==> src/rtl/ccff_ctrl_pkg.sv <==
// ============================================================================
// ccff_ctrl_pkg : shared state encoding and word-count helpers for the
//                 configuration-chain loader.
// Revision      : 1.0
// ============================================================================
`default_nettype none

package ccff_ctrl_pkg;

    typedef enum logic [2:0] {
        ST_IDLE    = 3'd0,
        ST_FETCH   = 3'd1,
        ST_SHIFT   = 3'd2,
        ST_RB_PUSH = 3'd3,
        ST_DONE    = 3'd4
    } state_t;

    function automatic int nwords(input int chain_len, input int dw);
        return (chain_len + dw - 1) / dw;
    endfunction

    // Valid bits carried by the final word; a full word when the chain divides evenly.
    function automatic int last_bits(input int chain_len, input int dw);
        return ((chain_len % dw) == 0) ? dw : (chain_len % dw);
    endfunction

endpackage

`default_nettype wire

==> src/rtl/ccff_word_shifter.sv <==
// ============================================================================
// ccff_word_shifter : parallel-load/serial-out config shifter and serial-in
//                     read-back register with left-aligned output.
// Revision          : 1.0
// ============================================================================
`default_nettype none

module ccff_word_shifter #(
    parameter int DW = 8,
    parameter int BW = $clog2(DW + 1)
) (
    input  logic          clk,
    input  logic          rst,
    input  logic          load,
    input  logic [DW-1:0] data,
    input  logic          shift,
    input  logic          tail,
    input  logic [BW-1:0] nbits,
    output logic          head,
    output logic [DW-1:0] rb_data
);

    logic [DW-1:0] shreg;
    logic [DW-1:0] rbreg;

    always_ff @(posedge clk) begin
        if (rst) begin
            shreg <= '0;
            rbreg <= '0;
        end else if (load) begin
            shreg <= data;
            rbreg <= '0;
        end else if (shift) begin
            shreg <= shreg << 1;
            rbreg <= (rbreg << 1) | DW'(tail);
        end
    end

    // Head is the shift register MSB itself, so the chain input is flop-driven.
    assign head = shreg[DW-1];

    // Captured bits sit in the low nbits positions; move them to the top, zero below.
    assign rb_data = rbreg << (DW - int'(nbits));

endmodule

`default_nettype wire

==> src/rtl/ccff_chain_loader.sv <==
// ============================================================================
// ccff_chain_loader : streams configuration words MSB-first into a tile's
//                     ccff chain and returns the displaced chain contents.
// Revision          : 1.0
// ============================================================================
`default_nettype none

module ccff_chain_loader
    import ccff_ctrl_pkg::*;
#(
    parameter int CHAIN_LEN = 32,
    parameter int DW        = 8
) (
    input  logic          prog_clk,
    input  logic          pReset,
    input  logic          start,
    input  logic          abort,
    input  logic [DW-1:0] cfg_data,
    input  logic          cfg_valid,
    output logic          cfg_ready,
    output logic          ccff_head,
    output logic          ccff_shift_en,
    input  logic          ccff_tail,
    output logic [DW-1:0] rb_data,
    output logic          rb_valid,
    input  logic          rb_ready,
    output logic          busy,
    output logic          done
);

    localparam int TW   = $clog2(CHAIN_LEN + 1);
    localparam int BW   = $clog2(DW + 1);
    localparam int LAST = last_bits(CHAIN_LEN, DW);

    state_t        state;
    state_t        state_nx;
    logic [TW-1:0] total;
    logic [BW-1:0] bit_cnt;
    logic [BW-1:0] nbits;
    logic          shift_en_q;
    logic          shifting;
    logic          last_bit;
    logic          load;

    assign shifting = (state == ST_SHIFT);
    assign last_bit = shifting && ((bit_cnt + BW'(1)) == nbits);
    assign load     = (state == ST_FETCH) && cfg_valid && !abort;

    always_ff @(posedge prog_clk) begin
        if (pReset) begin
            state <= ST_IDLE;
        end else begin
            state <= state_nx;
        end
    end

    always_comb begin
        state_nx = state;
        case (state)
            ST_IDLE:    if (start)     state_nx = ST_FETCH;
            ST_FETCH:   if (cfg_valid) state_nx = ST_SHIFT;
            ST_SHIFT:   if (last_bit)  state_nx = ST_RB_PUSH;
            ST_RB_PUSH: if (rb_ready)  state_nx = (total == TW'(CHAIN_LEN)) ? ST_DONE : ST_FETCH;
            ST_DONE:                   state_nx = ST_IDLE;
            default:                   state_nx = ST_IDLE;
        endcase
        // Abort overrides every other transition once a load is under way.
        if (abort && (state != ST_IDLE)) begin
            state_nx = ST_IDLE;
        end
    end

    always_comb begin
        cfg_ready = (state == ST_FETCH);
        rb_valid  = (state == ST_RB_PUSH);
        busy      = (state != ST_IDLE);
        done      = (state == ST_DONE);
    end

    // Shift enable is registered from the next state so the tile clock gate sees a clean flop.
    always_ff @(posedge prog_clk) begin
        if (pReset) begin
            total      <= '0;
            bit_cnt    <= '0;
            nbits      <= '0;
            shift_en_q <= 1'b0;
        end else begin
            shift_en_q <= (state_nx == ST_SHIFT);
            if (state == ST_IDLE) begin
                total <= '0;
            end else if (shifting) begin
                total <= total + TW'(1);
            end
            if (load) begin
                bit_cnt <= '0;
                nbits   <= ((CHAIN_LEN - int'(total)) > DW) ? BW'(DW) : BW'(LAST);
            end else if (shifting) begin
                bit_cnt <= bit_cnt + BW'(1);
            end
        end
    end

    assign ccff_shift_en = shift_en_q;

    ccff_word_shifter #(
        .DW (DW),
        .BW (BW)
    ) u_shifter (
        .clk     (prog_clk),
        .rst     (pReset),
        .load    (load),
        .data    (cfg_data),
        .shift   (shifting),
        .tail    (ccff_tail),
        .nbits   (nbits),
        .head    (ccff_head),
        .rb_data (rb_data)
    );

endmodule

`default_nettype wire

==> config.mk <==
export PLATFORM = sky130hd
export DESIGN_NAME = ccff_chain_loader
export DESIGN_NICKNAME = d
export VERILOG_FILES = /design/src/rtl/ccff_ctrl_pkg.sv /design/src/rtl/ccff_word_shifter.sv /design/src/rtl/ccff_chain_loader.sv
export SDC_FILE = /design/constraint.sdc
export NUM_CORES = 1
export LEC_CHECK = 0
export ABC_AREA = 0
export ABC_CLOCK_PERIOD_IN_PS = 1200
export CAP_MARGIN = 20
export CORE_MARGIN = 2
export CORE_UTILIZATION = 25
export DETAILED_ROUTE_END_ITERATION = 10
export PLACE_DENSITY = 0.48
export SLEW_MARGIN = 5
export SYNTH_ARGS = -nofsm -noshare
export SYNTH_HDL_FRONTEND = slang
export SYNTH_SLANG_ARGS = --single-unit
==> constraint.sdc <==
create_clock -name prog_clk -period 1.2 [get_ports prog_clk]
set_input_delay 0.3 -clock prog_clk [delete_from_list [all_inputs] [get_ports prog_clk]]
set_output_delay 0.3 -clock prog_clk [all_outputs]
set_load 0.01 [all_outputs]
# Word-level counts from Yosys, hierarchy flattened
# Cells that the tools add are included.
# totals
out_inout_bits,14
latchBits,0
memories,0
rom_bits,0
ff_bits,31
ram_bits,0
elab_cells,38
input_bits,15
# op_classes
n_mul,0
order_cmp,0
n_mux,9
eq_ne,7
n_shift,1
n_bitwise,1
div_mod_pow,0
addsub,3
n_reduce_logical,10
# op_table
operator,count
$shl 8x32->8,1
$mux 3,6
$mux 8,2
$pmux 3 s4,1
$eq 3x2->1 const B,3
$or 8x1->8,1
$add 6x1->6 const B,1
$eq 6x6->1 const B,1
$sub 4x4->5 const A,1
$add 4x1->4 const B,1
$eq 4x4->1,1
$logic_and 1x1->1,4
$reduce_or 2->1,2
$eq 3x1->1 const B,1
$eq 3x3->1 const B,1
$logic_not 3->1,1
$reduce_bool 3->1,1
$reduce_bool 2->1,1
$logic_not 1->1,1

# Longest topological paths before layout
# depth
ltp_word,7
depth_mapped,6
depth_no_buf,6

# By module
# A second synthesis with hierarchy kept.
# hier_totals
cells_unflattened,206
hier_area_um2,1823.0
# modules_own_cells
mod,cells_per_inst,area_each_um2,seq_area_each_um2,n_inst
ccff_word_shifter,117,1029.7,320.3,1
ccff_chain_loader,89,793.3,300.3,1

# Worst setup path before layout
# Ideal clock, no wire load.
# synth_timing
path_type,register to register
startpoint,register state[1]
endpoint,register bit_cnt[3]
arrival_ns,1.184
required_time_ns,1.084
setup_ns,0.116
path_stages_with_launch,6
slack_ns,-0.100
synth_period_minus_slack_ns,1.300
path_buffers,1
cell_sequence,dfxtp_1 > or3b_1 > buf_6 > nor2_4 > xnor2_1 > nor2_2
# synth_between
elab_chain_len,4
elab_cells_between_ends,5
classes_between,2 x eq/ne; 3 x reduce/logical
# synth_rtl
element,line,source
start: declaration,ccff_chain_loader.sv:35,state_t state;
start signal: assignment,ccff_chain_loader.sv:53,state <= state_nx;
$eq 3x1->1,ccff_chain_loader.sv:47,assign load = (state == ST_FETCH) && cfg_valid && !abort;
$logic_and 1x1->1 (2 in series),ccff_chain_loader.sv:47,
$reduce_or 2->1 (no source line),-,
end signal: assignment,ccff_chain_loader.sv:98,bit_cnt <= bit_cnt + BW'(1);
end: declaration,ccff_chain_loader.sv:38,logic [BW-1:0] bit_cnt;
# Several ways; a longest one is shown, not always the timed one.
# A chain may end at the register's enable or synchronous reset.

# Worst setup path in the final report
# layout_timing
startpoint,register state[1]
endpoint,output port busy
# layout_between
elab_chain_len,1
# layout_rtl
element,line,source
$reduce_bool 3->1,ccff_chain_loader.sv:76,busy = (state != ST_IDLE);
end: declaration,ccff_chain_loader.sv:27,"output logic busy,"
# Every way passes these cells.

==> summary.md <==
| Metric | Value |
|---|---|
| Fmax | slightly below 700 MHz |
| Vias | 1400 |
| Clk pwr share | 0.417 |
| Drt drc | 0 |
| Ranking of synthesized cells by area | dfxtp_1 (43%), nand2_1 (10%), a21oi_1 (4.8%) |
| CP endpoint kind | primary output |
| Most common cell after layout, fill and taps aside | buf_4 |
| Hold depth | 2 |
| Max Slew Vio Count | 0 |
| Worst-Margin Slew | around 0.34 ns |
| DR pass1 iterations | 4 |
| H-tree Lvls | 2 |
| Top cell type's share of synthesized area | 0.4250 |
| Worst r2r path cells | 5 |
| Max-Slew Margin vs Limit | 0.7715 |
| Distinct cells, synth | 35 |
| Highest-count cells in the layout ignoring fill and taps | buf_4 (28), dfxtp_1 (27), nand2_1 (20) |
| Number of I/O port buffers | 28 |
| Synth warnings | 0 |
| Synthesized instance count | roughly 170 |
| Clock Pin Slew Worst Setup and Hold Paths | ~0.070 ns |
| Initial antenna violation count | 0 |
| Starting DRT DRC Count | 36 |
| CTS tree | yes |
| Total grt overflow | 0 |
| Hold Startpoint | u_shifter.rbreg[7]$_SDFFE_PP0P_ |
| Sw Pwr | just over 0.6 mW |
| Final hold vios | 0 |
| Critical R2R Launch | state[1]$_SDFF_PP0_ |
| Hold slack | approximately 0.46 ns |
| GP Congestion | ~0.75 |
| Ant. Diodes | 0 |
| Leak Pwr | 1.207 nW |
| Final core utilization | 0.4694 |
| R2r setup slk | -0.24 ns |
| Cell taking the most area after synthesis | dfxtp_1 |
| P_int | just under 2 mW |
| Ports | 29 |
| Post-layout instance area | approximately 2600 um^2 |
| Crit start category | register |
| FFs w/ async S/R, synth | 0 |
| Worst r2r dst | u_shifter.shreg[3]$_SDFFE_PP0P_ |
| Root Buffer | clkbuf_8 |
| Per-cell routed wire length | around 13 um |
| Clock sink count | 31 |
| Via-per-instance ratio | 4.444 |
| RSZ-0062 raised after global routing | true |
| Largest net degree at the start of global routing | 16 |
| Combinational share of power | 0.164 |
| Setup ws final | -0.2718 ns |
| Failing checks | setup timing |
| Yosys reg bits | 31 |
| Crit Path Max Fanout | 5 |
| Die Area | 6468 um^2 |
| Top FF cell, synth | dfxtp_1 |
| Initial Util | 0.2620 |
| Placed cell area | around 2100 um^2 |
| Post-DP HPWL | around 2500 um |
| Die height | between 80 and 90 um |
| Antenna-violating nets left | 0 |
| Max Cap Violations | 0 |
| Worst Path Required | about 0.9 ns |
| PD cells | 985.7 nW/um^2 |
| FP Rows | 27 |
| Vias in the first global route | ~1300 |
| Syn Std Cell Area | 1460 um^2 |
| Post-Place Worst Slack | -0.4383 ns |
| Kind of critical path | register to primary output |
| Avg Cell Area, Syn | around 8.4 um^2 |
| Arrival @ worst endpoint | around 1.2 ns |
| Chip width | 80.43 um |
| Total CTS buffers | 5 |
| Nets | around 260 |
| Period utilization | 1.227 |
| Number of synthesized flops with an enable pin | 0 |
| Fin cells | 315 |
| Sequential share of power | 0.419 |
| Clock buffer depth | 2 |
| Worst Hold Endpoint | u_shifter.rbreg[7]$_SDFFE_PP0P_ |
| Max VDD drop | around 430 uV |
| Status | complete, but fails checks |
| Sw frac | 0.2413 |
| Area grow syn2layout | 79.18% |
| GRT Total Usage | 0.1208 |
| Inst Count DP | between 300 and 400 |
| TNS Setup | -6.509 ns |
| First-pass GRT wire length | roughly 6000 um |
| Clk Latency, worst-skew pair | between 0.2 and 0.3 ns |
| Pwr Total | between 2 and 3 mW |
| Layout Skew | around 0.0049 ns |
| Post-Route WL | just over 4000 um |
| Layout cell share with drive strength beyond 1 | 0.5267 |
| Seq/Total Area, Yosys | 0.4250 |
| Finish-stage setup viols | 40 |
| Syn_nets | around 190 |
| Worst Hold Class | register to register |
| Period minus WS final | between 1 and 1.5 ns |
| Core area | ~5600 um^2 |
flip-flops by register name (all words and copies together), names as in the netlist:
| name | cells |
|---|---|
| u_shifter.rbreg | 8 |
| bit_cnt | 4 |
| state | 3 |
| total | 6 |
| ccff_shift_en | 1 |
| u_shifter.shreg | 8 |
| nbits | 1 |
critical path, stage by stage (launching register included):
cell and delay (ns):
dfxtp_4 0.37, or3_4 0.40, buf_6 0.13
synthesized netlist by cell type (all sizes together), types with 3 or more instances:
cell    number
nand2       40
dfxtp       31
nor2        18
a21oi       14
and2        10
a311oi       7
buf          7
xor2         6
ha           4
xnor2        4
inv          3
nand3        3
nor2b        3
power by group through the flow:
stage               clock network, mW  logic [mW]  registers, mW
floorplan                           0       0.147           1.09
global placement                    0       0.322           1.10
detailed placement                  0       0.321           1.10
CTS                              1.11       0.350           1.08
global route                     1.13       0.455           1.08
finish                           1.07       0.423           1.08
per-layer routing:
layer / share of wire / vias to the layer above / global-route usage
li1: - / 718 / -
met1: 0.45 / 651 / 0.1556
met2: 0.49 / 26 / 0.1867
met3: 0.045 / 5 / 0.03596
met4: 0.015 / 0 / 0.05085
met5: 0 / - / 0
cell type report:
type | instances | area [um^2]
inverters | 3 | 11.26
fillers | 525 | 2958
flip-flops and latches | 31 | 633.1
multi-input cells | 130 | 1050
clock inverters | 2 | 35.03
well taps | 72 | 90.09
clock buffers | 6 | 82.58
repair buffers | 71 | 714.4
worst max path at each step:
stage,cells past startpoint,slack (ns),start,endpoint
final,2,-0.27,state[1]$_SDFF_PP0_,busy
after global routing,6,-0.30,state[1]$_SDFF_PP0_,total[5]$_SDFFE_PP0P_
after CTS,2,-0.25,state[1]$_SDFF_PP0_,busy
after detailed placement,6,-0.44,cfg_valid,state[0]$_SDFF_PP0_
after global placement,6,-0.48,cfg_valid,ccff_shift_en$_SDFF_PP0_
after floorplan,5,-0.04,state[0]$_SDFF_PP0_,u_shifter.shreg[4]$_SDFFE_PP0P_
logic make-up (layout without fill, tap and decap cells):
kind of cell,after synthesis,count (layout),synth area share
simple gates,91,91,0.3179
flops,31,31,0.4250
compound gates,25,25,0.1174
buf+inv,12,82,0.04541
xor+xnor,10,10,0.05998
fa+ha+maj,4,4,0.03428
what timing repair did:
item / in CTS / in global routing
pin swaps: 3 / 46
endpoints found under the setup margin: 42 / 41
hold buffers: 0 / 0
resized for setup: 63 / 82
setup buffers: 2 / 5
(Power assumes the default switching activity.)
